--- src/rtl/if_pkg.sv ---
// -----------------------------------------------------------------------------
// if_pkg
//   Shared types for the IF-stage PC generator and its fetch buffer.
//   - RESET_PC_DEFAULT : PC of the first fetch after reset
//   - if_state_t       : fetch-bus state (IDLE / WAIT / CANCEL)
//   - fetch_entry_t    : one {pc, inst} pair handed to ID
// -----------------------------------------------------------------------------
package if_pkg;

    localparam logic [31:0] RESET_PC_DEFAULT = 32'h1c00_0000;

    // IDLE   : nothing outstanding on the bus
    // WAIT   : one right-path fetch outstanding
    // CANCEL : one wrong-path fetch outstanding; its data is discarded
    typedef enum logic [1:0] {
        IDLE   = 2'd0,
        WAIT   = 2'd1,
        CANCEL = 2'd2
    } if_state_t;

    typedef struct packed {
        logic [31:0] pc;
        logic [31:0] inst;
    } fetch_entry_t;

endpackage

--- src/rtl/if_fetch_buf.sv ---
// -----------------------------------------------------------------------------
// if_fetch_buf
//   Circular FIFO of fetch_entry_t between the fetch bus and ID.
//   Synchronous active-low reset; flush empties the FIFO in one cycle and
//   wins over push/pop in the same cycle.
//   Ports:
//     clk, rst_n     : clock, synchronous active-low reset
//     push, wr_data  : write one entry (ignored when full)
//     pop            : drop the head entry (ignored when empty)
//     flush          : discard all entries
//     head           : head entry, zero when empty
//     count          : number of valid entries (0..DEPTH)
//     empty, full    : occupancy flags
// -----------------------------------------------------------------------------
module if_fetch_buf
    import if_pkg::*;
#(
    parameter int DEPTH = 2
) (
    input  logic                     clk,
    input  logic                     rst_n,
    input  logic                     push,
    input  fetch_entry_t             wr_data,
    input  logic                     pop,
    input  logic                     flush,
    output fetch_entry_t             head,
    output logic [$clog2(DEPTH):0]   count,
    output logic                     empty,
    output logic                     full
);

    localparam int PW = (DEPTH > 1) ? $clog2(DEPTH) : 1;
    localparam int CW = $clog2(DEPTH) + 1;

    fetch_entry_t  mem [DEPTH];
    logic [PW-1:0] rd_ptr;
    logic [PW-1:0] wr_ptr;
    logic          wr_en;
    logic          rd_en;

    // Explicit wrap so a non-power-of-two depth would still be correct.
    function automatic logic [PW-1:0] ptr_inc(input logic [PW-1:0] p);
        return (p == PW'(DEPTH - 1)) ? '0 : p + PW'(1);
    endfunction

    assign empty = (count == '0);
    assign full  = (count == CW'(DEPTH));
    assign wr_en = push & ~full;
    assign rd_en = pop & ~empty;
    assign head  = empty ? '0 : mem[rd_ptr];

    // NOTE: sequential state uses non-blocking assignments so every register
    // samples the pre-edge values, independent of statement order.
    always_ff @(posedge clk) begin
        if (!rst_n || flush) begin
            rd_ptr <= '0;
            wr_ptr <= '0;
            count  <= '0;
        end else begin
            if (wr_en) wr_ptr <= ptr_inc(wr_ptr);
            if (rd_en) rd_ptr <= ptr_inc(rd_ptr);
            case ({wr_en, rd_en})
                2'b10:   count <= count + CW'(1);
                2'b01:   count <= count - CW'(1);
                default: ;
            endcase
        end
    end

    // NOTE: the storage array is deliberately not reset; count alone decides
    // which slots hold valid data, and head is forced to zero when empty.
    always_ff @(posedge clk) begin
        if (wr_en) mem[wr_ptr] <= wr_data;
    end

endmodule

--- src/rtl/if_pc_gen.sv ---
// -----------------------------------------------------------------------------
// if_pc_gen
//   IF-stage PC generator and fetch buffer. Offers if_pc to the predictor and
//   the fetch bus, advances to pred_target when a fetch is accepted, applies
//   ID redirects (discarding wrong-path fetches) and buffers {pc, inst} pairs
//   toward ID.
//   Build option: define IF_PC_GEN_BYPASS_EN to forward a response straight
//   to ID in its arrival cycle when the buffer is empty and ID accepts.
//   Ports:
//     cpu_clk, cpu_rstn           : clock, synchronous active-low reset
//     if_pc / pred_target         : current fetch PC / predictor's next PC
//     redirect_valid, redirect_pc : misprediction redirect from ID
//     inst_req, inst_addr         : fetch request (inst_addr == if_pc)
//     inst_addr_ok                : request accepted this cycle
//     inst_data_ok, inst_rdata    : fetch response
//     id_allowin                  : ID accepts the head this cycle
//     if_to_id_valid/_pc/_inst    : head entry toward ID
// -----------------------------------------------------------------------------
module if_pc_gen
    import if_pkg::*;
#(
    parameter logic [31:0] RESET_PC  = RESET_PC_DEFAULT,
    parameter int          BUF_DEPTH = 2
) (
    input  logic        cpu_clk,
    input  logic        cpu_rstn,
    output logic [31:0] if_pc,
    input  logic [31:0] pred_target,
    input  logic        redirect_valid,
    input  logic [31:0] redirect_pc,
    output logic        inst_req,
    output logic [31:0] inst_addr,
    input  logic        inst_addr_ok,
    input  logic        inst_data_ok,
    input  logic [31:0] inst_rdata,
    input  logic        id_allowin,
    output logic        if_to_id_valid,
    output logic [31:0] if_to_id_pc,
    output logic [31:0] if_to_id_inst
);

    localparam int CW = $clog2(BUF_DEPTH) + 1;

    if_state_t     state;
    if_state_t     state_n;
    logic [31:0]   if_pc_n;
    logic [31:0]   req_pc;
    logic [31:0]   req_pc_n;
    logic          fetch_en;

    logic [CW-1:0] count;
    logic          buf_empty;
    logic          buf_full;
    fetch_entry_t  head;
    fetch_entry_t  push_entry;

    logic          live_resp;
    logic          has_credit;
    logic          accept;
    logic          push;
    logic          pop;
    logic          bypass;

    // A right-path response is only meaningful in WAIT; in CANCEL it is junk.
    assign live_resp = (state == WAIT) & inst_data_ok;

    // Reserve a slot for the live outstanding fetch so the buffer can never
    // be pushed while full.
    assign has_credit = ~buf_full
                      & ((int'(count) + int'(state == WAIT)) < BUF_DEPTH);

    // fetch_en holds the bus quiet during reset and the release cycle, so
    // the first request appears the cycle after cpu_rstn goes high.
    assign inst_req  = fetch_en & ((state == IDLE) | live_resp) & has_credit;
    assign inst_addr = if_pc;
    assign accept    = inst_req & inst_addr_ok;

`ifdef IF_PC_GEN_BYPASS_EN
    assign bypass = buf_empty & live_resp & ~redirect_valid & id_allowin;
`else
    assign bypass = 1'b0;
`endif

    assign push       = live_resp & ~redirect_valid & ~bypass;
    assign pop        = ~buf_empty & id_allowin;
    assign push_entry = '{pc: req_pc, inst: inst_rdata};

    assign if_to_id_valid = ~buf_empty | bypass;
    assign if_to_id_pc    = bypass ? req_pc     : head.pc;
    assign if_to_id_inst  = bypass ? inst_rdata : head.inst;

    // NOTE: every variable driven here gets a default first, so no path
    // leaves it unassigned and no latch is inferred.
    always_comb begin
        state_n  = state;
        if_pc_n  = if_pc;
        req_pc_n = req_pc;
        if (redirect_valid) begin
            if_pc_n = redirect_pc;
            // Anything still in flight after this edge belongs to the wrong
            // path: either the old WAIT fetch or one accepted right now.
            if (((state == WAIT || state == CANCEL) && !inst_data_ok) || accept)
                state_n = CANCEL;
            else
                state_n = IDLE;
        end else begin
            unique case (state)
                IDLE, WAIT: begin
                    if (accept) begin
                        req_pc_n = if_pc;
                        if_pc_n  = pred_target;
                        state_n  = WAIT;
                    end else if (live_resp) begin
                        state_n  = IDLE;
                    end
                end
                CANCEL: begin
                    if (inst_data_ok) state_n = IDLE;
                end
                default: state_n = IDLE;
            endcase
        end
    end

    always_ff @(posedge cpu_clk) begin
        if (!cpu_rstn) begin
            state    <= IDLE;
            if_pc    <= RESET_PC;
            req_pc   <= '0;
            fetch_en <= 1'b0;
        end else begin
            state    <= state_n;
            if_pc    <= if_pc_n;
            req_pc   <= req_pc_n;
            fetch_en <= 1'b1;
        end
    end

    if_fetch_buf #(
        .DEPTH (BUF_DEPTH)
    ) u_buf (
        .clk     (cpu_clk),
        .rst_n   (cpu_rstn),
        .push    (push),
        .wr_data (push_entry),
        .pop     (pop),
        .flush   (redirect_valid),
        .head    (head),
        .count   (count),
        .empty   (buf_empty),
        .full    (buf_full)
    );

endmodule

--- config.mk ---
export PLATFORM = sky130hd
export DESIGN_NAME = if_pc_gen
export DESIGN_NICKNAME = d
export VERILOG_FILES = /design/src/rtl/if_pkg.sv /design/src/rtl/if_fetch_buf.sv /design/src/rtl/if_pc_gen.sv
export SDC_FILE = /design/constraint.sdc
export NUM_CORES = 1
export LEC_CHECK = 0
export BUFFER_PORTS_ARGS = -buffer_cell sky130_fd_sc_hd__buf_4
export CAP_MARGIN = 20
export CORE_MARGIN = 3
export CORE_UTILIZATION = 30
export CTS_BUF_LIST = sky130_fd_sc_hd__clkbuf_8
export DETAILED_ROUTE_END_ITERATION = 6
export SYNTH_ARGS = -nofsm -noshare
export SYNTH_HDL_FRONTEND = slang
export SYNTH_SLANG_ARGS = --single-unit
export TNS_END_PERCENT = 20
--- constraint.sdc ---
create_clock -name cpu_clk -period 7.43 [get_ports cpu_clk]
set_input_delay 0.743 -clock cpu_clk [delete_from_list [all_inputs] [get_ports cpu_clk]]
set_output_delay 0.743 -clock cpu_clk [all_outputs]
set_load 0.03 [all_outputs]
==> results of run 1 <==
==> cell type report <==
class / instances / area, um2 / share of cell area
clock buffers: 18 / 248 / 0.0240
clock inverters: 14 / 126 / 0.0122
inverters: 10 / 37.5 / 0.00363
multi-input cells: 361 / 2420 / 0.234
flip-flops and latches: 200 / 5290 / 0.512
well taps: 335 / 419 / 0.0406
repair buffers: 236 / 1790 / 0.173
==> worst max path at each step <==
| stage | from | end | slack, ps |
|---|---|---|---|
| 2_1_floorplan | redirect_valid | u_buf.mem[0][0] | 3060 |
| 3_3_place_gp | redirect_valid | u_buf.mem[0][5] | 4290 |
| 3_5_place_dp | redirect_valid | u_buf.mem[0][4] | 4270 |
| 4_1_cts | register | if_to_id_pc[0] | 4270 |
| 5_1_grt | register | if_to_id_pc[19] | 4470 |
| 6_report | register | if_to_id_pc[18] | 4620 |
==> state kept, by name, summed over array words and instances, names as in the netlist, named ones only <==
name / count
state: 2
u_buf.wr_ptr: 1
u_buf.rd_ptr: 1
req_pc: 32
fetch_en: 1
if_pc: 32
u_buf.count: 2
u_buf.mem: 128
==> power by group through the flow <==
stage               sequential, uW  clock (uW)  combinational [uW]
floorplan                     1260           0                 118
global placement              1250           0                 221
detailed placement            1250           0                 223
CTS                           1220         698                 223
global route                  1230         737                 237
finish                        1220         668                 221
==> layout by cell type (no fill, tap or decap), types with 2 or more instances in the layout <==
| cell | netlist | final |
|---|---|---|
| sky130_fd_sc_hd__inv_4 | 0 | 2 |
| sky130_fd_sc_hd__a311oi_1 | 2 | 2 |
| sky130_fd_sc_hd__o21ai_0 | 31 | 31 |
| sky130_fd_sc_hd__clkinv_4 | 0 | 3 |
| sky130_fd_sc_hd__edfxtp_1 | 128 | 128 |
| sky130_fd_sc_hd__xnor2_1 | 3 | 3 |
| sky130_fd_sc_hd__ha_1 | 4 | 4 |
| sky130_fd_sc_hd__inv_1 | 9 | 11 |
| sky130_fd_sc_hd__mux2i_1 | 125 | 125 |
| sky130_fd_sc_hd__nor4b_1 | 5 | 5 |
| sky130_fd_sc_hd__inv_8 | 0 | 2 |
| sky130_fd_sc_hd__a21oi_1 | 32 | 32 |
| sky130_fd_sc_hd__nor2_1 | 71 | 69 |
| sky130_fd_sc_hd__buf_4 | 32 | 235 |
| sky130_fd_sc_hd__dfxtp_1 | 72 | 71 |
| sky130_fd_sc_hd__nor2b_1 | 2 | 2 |
| sky130_fd_sc_hd__clkbuf_8 | 0 | 18 |
| sky130_fd_sc_hd__nand2_1 | 69 | 69 |
| sky130_fd_sc_hd__nor2_4 | 1 | 3 |
| sky130_fd_sc_hd__clkinvlp_4 | 0 | 3 |
==> stage by stage <==
step | setup slack [ps] | cells
after floorplan | 3060 | 642
after global placement | 4290 | 1141
after detailed placement | 4270 | 1141
after CTS | 4270 | 1173
after global routing | 4470 | 1174
final | 4620 | 1174
==> kinds of logic (layout without fill, tap and decap cells) <==
group / count (synthesis) / after routing / synth area share
AND/OR/NAND/NOR: 157 / 157 / 0.0815
adder cells (fa/ha/maj): 4 / 4 / 0.00612
flip-flops: 200 / 200 / 0.646
buffers and inverters: 81 / 278 / 0.0613
multiplexers: 125 / 125 / 0.153
AO/OA/AOI/OAI: 71 / 71 / 0.0479
XOR/XNOR: 4 / 4 / 0.00428
==> worst register-to-register path, stage by stage, from the launching register on <==
cell and delay, ps:
sky130_fd_sc_hd__dfxtp_1 330, sky130_fd_sc_hd__inv_1 120, sky130_fd_sc_hd__ha_1 270, sky130_fd_sc_hd__nand2_1 80, sky130_fd_sc_hd__a21oi_1 280, sky130_fd_sc_hd__nand2_1 180, sky130_fd_sc_hd__nor2_4 140, sky130_fd_sc_hd__buf_4 710
==> routing by layer <==
metal / GRT usage / vias to the layer above / wire length, um
li1: - / 2609 / -
met1: 0.178 / 2482 / 9210
met2: 0.201 / 144 / 8750
met3: 0.0273 / 10 / 895
met4: 0.0364 / 0 / 170
met5: 0 / - / 0
==> run summary, run 1 <==
### Run status
* run status: completed

### Global route
* gr ovfl total: 0
* GR Util All Layers: 0.127
* wire length of the first global-routing pass: 28,800 um
* antenna violations before repair: 0
* number of global-route vias before repair: 5,241
* largest net degree at the start of global routing: 106

### CTS
* Num CTS Buffers: 17
* CTS root buf: sky130_fd_sc_hd__clkbuf_8
* Clock Sink Count: 200
* Clk Latency, worst-skew pair: 450 ps
* CTS tree: built
* number of buffers added to fix hold violations after cts: 0
* buffers inserted during post-CTS setup optimization: 0
* Max clock buf depth: 2
* H-tree depth: 4
* CTS clock-pin slew for the worst setup and hold paths: 100 ps
* # resized after CTS: 0

### Critical path
* endpoint of the worst register-to-register path: u_buf.mem[0][23]
* Worst R2R Start: state[1]
* startpoint type of the worst setup path: register
* largest fanout of any net on the critical path: 46
* Crit Path Category: register to output port
* Worst path max stage delay: 350 ps
* data required time at the worst endpoint: 6690 ps
* instance count on the critical path: 5
* dominant delay contributor by cell family on the critical path: buffers and inverters
* Max stage delay cell, worst path: sky130_fd_sc_hd__dfxtp_4
* Worst EP arrival: 2070 ps
* cells along the critical path: buf_4, buf_16, mux2i_1, nor2_1, buf_4
* worst reg-to-reg path cell count: 7
* Worst R2R Setup Slack: 4890 ps
* crit end category: output port
* crit path buf inv count: 3
* most numerous cell on the critical path: sky130_fd_sc_hd__buf_4

### Pwr
* fraction of power spent switching nets: 0.255
* Overall Power: 2110 uW
* Leakage Power: 0.00378 uW
* Comb power frac: 0.105
* share of power burned in the clock network: 0.316
* Pint: 1570 uW
* peak supply drop: 0.0871 mV
* switching power of the nets: 539 uW
* sequential cell fraction of total power: 0.579
* PwrDens: 204 mW/mm2

### Floorplan
* core region area: 0.0264 mm2
* floorplan die area: 0.0293 mm2
* count of standard-cell rows: 59
* num ports: 232
* initial standard-cell utilization of the core: 0.310
* Chip Height: 171 um
* Die X-Extent: 171 um

### Worst hold path
* type of the most critical hold path: register to register
* Hold Crit Depth: 0
* hold-critical path endpoint: u_buf.mem[1][50]
* beginning of the worst hold path: req_pc[18]

### Cells and area
* Layout Utilization: 0.391
* Layout fillers: 2,584
* nets: 932
* Diodes inserted: 0
* share of final-layout standard cells stronger than drive strength 1: 0.329
* signed area change from the synthesized netlist to the final layout: 26.2%
* final instance area: 0.0103 mm2

### Detailed routing
* routed wire length per instance: 16.2 um
* number of vias per cell after detailed routing: 4.47
* antenna viol nets, final: 0
* Via Count: 5,245
* initial DRC count: 282
* routed wire length: 19,000 um
* drt pass-1 iters: 4
* total DRC errors in the routed layout: 0

### Logic synthesis
* Cells after Synth: 642
* share of synthesized area occupied by flip-flops and latches: 0.646
* dominant cell by count in the synthesized netlist: sky130_fd_sc_hd__edfxtp_1
* Net Count, Synth: 748
* Synth Cell Area: 0.00818 mm2
* most numerous cell types in the synthesized netlist: sky130_fd_sc_hd__edfxtp_1, sky130_fd_sc_hd__mux2i_1, sky130_fd_sc_hd__dfxtp_1
* number of flops mapped to enable cells by yosys: 128
* portion of synthesized cell area occupied by the leading cell type: 0.470
* Warnings, synthesis: 0
* most area-consuming cells after synthesis: sky130_fd_sc_hd__edfxtp_1, sky130_fd_sc_hd__dfxtp_1, sky130_fd_sc_hd__mux2i_1, sky130_fd_sc_hd__nor2_1, sky130_fd_sc_hd__nand2_1
* Syn Area/Cell: 12.7 um2
* flop and latch count out of synthesis: 200
* async set or reset register ratio after synthesis: 0
* largest area contributor in the netlist: sky130_fd_sc_hd__edfxtp_1
* post-synthesis cell type count: 37
* ys flop type: sky130_fd_sc_hd__edfxtp_1

### Timing
* final worst clock skew: 14.3 ps
* maximum frequency from static timing analysis: 356 MHz
* setup tns final: 0 ps
* Final setup violation count: 0
* final number of max-transition violations: 0
* period utilisation layout: 0.378
* number of hold-slack violations in the final timing report: 0
* setup repair after global routing missed its margin: no
* Worst-Margin Slew: 1080 ps
* worst slack on hold paths: 452 ps
* headroom to the max-slew limit: 0.282
* Period minus WS final: 2810 ps

### Flow run
* total of max-cap violations: 0

### Placed design
* post-detail-place hpwl: 12,300 um
* count of buffers from port buffering: 231
* final weighted congestion in routability-driven placement: 0.738
* post-detailed-placement cell area: 0.00993 mm2

(Power assumes the default switching activity.)
==> run 2: changes to the inputs <==
--- a/config.mk
+++ b/config.mk
@@ -5,6 +5,7 @@
 export SDC_FILE = /design/constraint.sdc
 export NUM_CORES = 1
 export LEC_CHECK = 0
+export ABC_AREA = 1
 export BUFFER_PORTS_ARGS = -buffer_cell sky130_fd_sc_hd__buf_4
 export CAP_MARGIN = 20
 export CORE_MARGIN = 3
==> constraint.sdc (replaced) <==
create_clock -name cpu_clk -period 2.5 [get_ports cpu_clk]
set_input_delay 0.25 -clock cpu_clk [delete_from_list [all_inputs] [get_ports cpu_clk]]
set_output_delay 0.25 -clock cpu_clk [all_outputs]
set_load 0.03 [all_outputs]
==> run 2 against run 1 <==
  * Wire length increased by 12%
  * Sequential power increased to 3.0 times the previous value
  * Sequential cell count unchanged
  * Critical endpoint is now if_pc[9]
  * Setup slack got worse by 4100 ps
  * Largest cell class unchanged
==> run summary, run 2 <==
### Critical path
* data required time at the worst endpoint: 2890 ps
* Max stage delay cell, worst path: sky130_fd_sc_hd__inv_2
* largest fanout of any net on the critical path: 36
* crit end category: register
* Worst path max stage delay: 440 ps
* cells along the critical path: inv_1, ha_1, nand2_1, nand2_1, nand3_4, nand2_4, inv_2, nand2_1, a21oi_1
* startpoint type of the worst setup path: register
* most numerous cell on the critical path: sky130_fd_sc_hd__nand2_1
* Worst EP arrival: 2410 ps
* Crit Path Category: register to register
* Worst R2R Setup Slack: 470 ps

### Worst hold path
* type of the most critical hold path: input port to register

### Timing
* final number of max-transition violations: 0
* Final setup violation count: 0
* headroom to the max-slew limit: 0.553
* period utilisation layout: 0.810
* setup repair after global routing missed its margin: no
* slack of the critical path: 474 ps
* maximum frequency from static timing analysis: 494 MHz
* Period minus WS final: 2030 ps
* number of hold-slack violations in the final timing report: 0
* Worst-Margin Slew: 670 ps
* final worst clock skew: 20.6 ps

### Logic synthesis
* portion of synthesized cell area occupied by the leading cell type: 0.477
* Cells after Synth: 815
* dominant cell by count in the synthesized netlist: sky130_fd_sc_hd__nand2_1
* flop and latch count out of synthesis: 200
* ys flop type: sky130_fd_sc_hd__edfxtp_1
* most numerous cell types in the synthesized netlist: sky130_fd_sc_hd__nand2_1, sky130_fd_sc_hd__edfxtp_1, sky130_fd_sc_hd__a21oi_1
* Synth Cell Area: 0.00806 mm2
* Warnings, synthesis: 0
* number of flops mapped to enable cells by yosys: 128
* Syn Area/Cell: 9.89 um2
* largest area contributor in the netlist: sky130_fd_sc_hd__edfxtp_1
* share of synthesized area occupied by flip-flops and latches: 0.656
* post-synthesis cell type count: 25
* async set or reset register ratio after synthesis: 0
* Net Count, Synth: 921
* most area-consuming cells after synthesis: sky130_fd_sc_hd__edfxtp_1, sky130_fd_sc_hd__dfxtp_1, sky130_fd_sc_hd__nand2_1, sky130_fd_sc_hd__a21oi_1, sky130_fd_sc_hd__buf_4

### Floorplan
* Chip Height: 170 um
* num ports: 232
* core region area: 0.0262 mm2
* floorplan die area: 0.0289 mm2
* initial standard-cell utilization of the core: 0.308
* count of standard-cell rows: 59
* Die X-Extent: 170 um

### Detailed routing
* number of vias per cell after detailed routing: 4.46
* antenna viol nets, final: 0
* detailed-routed wire length on met2: 9730 um
* drt pass-1 iters: 4
* routed wire length per instance: 15.5 um
* Routed met3 length: 1060 um
* routed wire length: 21,300 um
* initial DRC count: 354
* total DRC errors in the routed layout: 0
* Via Count: 6,145
* top sig layer: met4
* met1 WL: 10,300 um

### Placed design
* post-detail-place hpwl: 14,600 um
* count of buffers from port buffering: 231
* post-detailed-placement cell area: 0.00993 mm2
* placed cell count: 1,314
* Worst Setup Slack post-DPL: 498 ps
* final weighted congestion in routability-driven placement: 0.755

### CTS
* CTS root buf: sky130_fd_sc_hd__clkbuf_8
* CTS clock-pin slew for the worst setup and hold paths: 110 ps
* Clock Sink Count: 200
* Num CTS Buffers: 17
* H-tree depth: 4
* CTS tree: built
* Clk Latency, worst-skew pair: 470 ps
* Max clock buf depth: 2
* buffers inserted during post-CTS setup optimization: 0

### Global route
* number of global-route vias before repair: 5,821
* GR Util All Layers: 0.145
* gr ovfl total: 0
* antenna violations before repair: 0
* wire length of the first global-routing pass: 32,400 um
* largest net degree at the start of global routing: 65

### Cells and area
* most common cell after layout, fill and taps aside: sky130_fd_sc_hd__nand2_1
* most used cells in the layout excluding fill and tap cells: sky130_fd_sc_hd__nand2_1, sky130_fd_sc_hd__buf_4, sky130_fd_sc_hd__edfxtp_1
* nets: 1,136
* max FFs per register: 128
* Largest Register: u_buf.mem
* share of final-layout standard cells stronger than drive strength 1: 0.280
* Layout fillers: 2,574
* final instance area: 0.0107 mm2
* Diodes inserted: 0
* registers with the most flip-flops: u_buf.mem: 128 flops, if_pc: 32 flops, req_pc: 32 flops
* signed area change from the synthesized netlist to the final layout: 32.6%
* Final Instance Count excl. Fillers: 1,378

### Run status
* run status: completed

### Pwr
* Overall Power: 6610 uW
* peak supply drop: 0.264 mV
* PwrDens: 618 mW/mm2
* Leakage Power: 0.00449 uW

### Flow run
* total of max-cap violations: 0

[run 2: layout make-up]
class / instances / area, um2 / share of cell area
inverter: 18 / 67.6 / 0.00632
multi-input combinational: 517 / 2280 / 0.213
clock inverter: 15 / 200 / 0.0187
tap: 335 / 419 / 0.0392
clock buffer: 17 / 234 / 0.0219
timing repair buffer: 276 / 2200 / 0.206
sequential: 200 / 5290 / 0.495
[run 2: where the power goes]
| group | switching, uW | internal [uW] | total [uW] |
|---|---|---|---|
| clock network | 1190 | 1030 | 2230 |
| logic | 403 | 308 | 711 |
| registers | 89.1 | 3580 | 3670 |
[run 2: path summary, 6_finish.rpt]
check                                         to  cells past startpoint            start
worst max-delay path                    if_pc[9]                      9         state[1]
worst min-delay path                   if_pc[26]                      3  pred_target[26]
worst max register to register          if_pc[9]                      9         state[1]
worst min register to register  u_buf.mem[1][60]                      0       req_pc[28]
[run 2: worst max-delay path: cells and delay by family, from the launching register on]
| kind | cells | cell delay (ps) |
|---|---|---|
| buffers and inverters | 2 | 510 |
| adder cells (fa/ha/maj) | 1 | 210 |
| AND/OR/NAND/NOR | 5 | 670 |
| flip-flops | 1 | 370 |
| AO/OA/AOI/OAI | 1 | 150 |
[run 2: cell families after synthesis]
kind of cell    synth area share
buf+inv                   0.0641
simple gates               0.184
fa+ha+maj                0.00621
flops                      0.656
compound gates            0.0894
[run 2: metal layers]
layer	global-route usage	vias to the layer above
met3	0.0256	17
met2	0.227	203
met1	0.206	2795
met4	0.0434	0
li1	-	3130
met5	0	-
[run 2: per-stage QoR]
stage,hold slack [ps],utilization,setup TNS [ps]
floorplan,278,-,-63590
global placement,432,0.379,0
detailed placement,438,0.379,0
CTS,5.97,0.408,0
global route,2.50,0.408,0
finish,32.4,0.408,0
[run 2: repair_timing]
action / 4_1_cts / 5_1_grt
hold buffers: 32 / 0
gates resized for setup: 0 / 0
hold endpoints to repair: 64 / 0
==> run 3: changes to the inputs <==
==> constraint.sdc (replaced) <==
create_clock -name cpu_clk -period 1.8 [get_ports cpu_clk]
set_input_delay 0.18 -clock cpu_clk [delete_from_list [all_inputs] [get_ports cpu_clk]]
set_output_delay 0.18 -clock cpu_clk [all_outputs]
set_load 0.03 [all_outputs]
==> run 3 against run 2 <==
  * Non-clock buffer count rose by 15
  * Critical endpoint is now if_to_id_pc[8]
  * Critical path depth fell by 5
  * Combinational power rose by 43%
  * Via count rose by 1.6%
  * Final cell count rose by 1.1%
  * Sequential share of layout area fell by 1.8 points
  * Largest power group unchanged
  * Worst hold slack improved by 19 ps
  * Clock power rose by 42%
==> run summary, run 3 (same netlist as run 2, synthesis figures left out) <==
### Run status
* run status: completed

### Detailed routing
* drt pass-1 iters: 5
* routed wire length per instance: 15.6 um
* initial DRC count: 327
* Via Count: 6,244
* total DRC errors in the routed layout: 0
* antenna viol nets, final: 0
* number of vias per cell after detailed routing: 4.48
* routed wire length: 21,700 um

### Pwr
* Leakage Power: 0.00466 uW
* peak supply drop: 0.427 mV
* Comb power frac: 0.110
* fraction of power spent switching nets: 0.238
* sequential cell fraction of total power: 0.549
* PwrDens: 833 mW/mm2
* Pint: 7070 uW
* switching power of the nets: 2200 uW
* share of power burned in the clock network: 0.341

### CTS
* Clock Sink Count: 200
* CTS root buf: sky130_fd_sc_hd__clkbuf_8
* CTS tree: built
* H-tree depth: 4
* Clk Latency, worst-skew pair: 440 ps
* CTS clock-pin slew for the worst setup and hold paths: 100 ps
* Max clock buf depth: 2
* Num CTS Buffers: 17

### Critical path
* Crit Path Category: register to output port
* data required time at the worst endpoint: 1620 ps
* largest fanout of any net on the critical path: 32
* crit end category: output port
* startpoint type of the worst setup path: register
* Worst EP arrival: 1610 ps

### Worst hold path
* type of the most critical hold path: input port to register

### Timing
* Period minus WS final: 1790 ps
* number of hold-slack violations in the final timing report: 0
* setup repair after global routing missed its margin: yes
* final number of max-transition violations: 0
* period utilisation layout: 0.992
* setup tns final: 0 ps
* Final setup violation count: 0
* headroom to the max-slew limit: 0.567
* worst slack on hold paths: 51.5 ps
* final worst clock skew: 11.2 ps
* maximum frequency from static timing analysis: 560 MHz
* Worst-Margin Slew: 650 ps

### Floorplan
* count of standard-cell rows: 59
* floorplan die area: 0.0289 mm2
* Chip Height: 170 um
* core region area: 0.0262 mm2
* initial standard-cell utilization of the core: 0.308
* num ports: 232
* Die X-Extent: 170 um

### Cells and area
* Largest Register: u_buf.mem
* share of final-layout standard cells stronger than drive strength 1: 0.307
* registers with the most flip-flops: u_buf.mem: 128 flops, if_pc: 32 flops, req_pc: 32 flops
* Final Instance Count excl. Fillers: 1,393
* max FFs per register: 128
* Diodes inserted: 0
* most used cells in the layout excluding fill and tap cells: sky130_fd_sc_hd__nand2_1, sky130_fd_sc_hd__buf_4, sky130_fd_sc_hd__edfxtp_1
* nets: 1,151
* signed area change from the synthesized netlist to the final layout: 38.0%
* most common cell after layout, fill and taps aside: sky130_fd_sc_hd__nand2_1

### Global route
* number of global-route vias before repair: 6,078
* antenna violations before repair: 0
* wire length of the first global-routing pass: 33,100 um
* gr ovfl total: 0
* met3 Resource Use GR: 0.0249
* met2 Usage GRT: 0.239
* GR Util All Layers: 0.145
* largest net degree at the start of global routing: 65
* GR met1 Demand/Resource: 0.201
* busiest grt layer: met2

### Placed design
* placed cell count: 1,319
* final weighted congestion in routability-driven placement: 0.744
* count of buffers from port buffering: 231
* post-detail-place hpwl: 14,500 um

### Flow run
* total of max-cap violations: 0

-- run 3: repair_timing --
item                                    in CTS  in global routing
gates cloned                                 1                  3
buffers inserted                             2                  0
hold buffers                                36                  0
resized for setup                           12                 32
endpoints found under the setup margin      52                 91
endpoints found under the hold margin       68                  0
pin swaps                                    0                  1
-- run 3: layout make-up --
class,count,area [um2]
Fill cell,2575,15100
Multi-Input combinational cell,517,2380
Sequential cell,200,5300
Tap cell,335,419
Inverter,18,75.1
Clock buffer,17,234
Timing Repair Buffer,291,2510
Clock inverter,15,210
-- run 3: worst max-delay path, stage by stage, from the launching register on --
cell and delay [ps]:
sky130_fd_sc_hd__dfxtp_2 360, sky130_fd_sc_hd__nor2_4 260, sky130_fd_sc_hd__buf_12 240, sky130_fd_sc_hd__a21oi_1 80
sky130_fd_sc_hd__buf_4 180
-- run 3: power by group through the flow --
stage | registers, uW | clock network (uW) | logic, uW
2_1_floorplan | 5250 | 0 | 490
3_5_place_dp | 5200 | 0 | 953
6_report | 5090 | 3160 | 1020
4_1_cts | 5090 | 3260 | 1020
3_3_place_gp | 5200 | 0 | 947
5_1_grt | 5110 | 3470 | 1110
-- run 3: layer usage --
layer	vias to the layer above	wire length (um)
met5	-	0
met4	0	266
met3	15	1370
met2	222	10100
met1	2843	10000
li1	3164	-
-- run 3: path summary, 6_finish.rpt --
check | start | depth (start not counted) | slack (ps) | to
worst max-delay path | u_buf.count[1] | 4 | 10 | if_to_id_pc[8]
worst max register to register | state[1] | 7 | 130 | u_buf.mem[1][30]
worst min-delay path | pred_target[23] | 5 | 50 | if_pc[23]
worst min register to register | req_pc[10] | 0 | 460 | u_buf.mem[0][42]
-- run 3: metrics by stage --
stage          total power, uW  setup WS (ps)  instance area, um2   util
3_5_place_dp              6150            117               10100  0.384
6_report                  9270           14.4               11100  0.424
5_1_grt                   9690          -80.4               11100  0.424
2_1_floorplan             5740           -398                8100      -
3_3_place_gp              6150            148               10100  0.384
4_1_cts                   9370          -85.2               10900  0.418
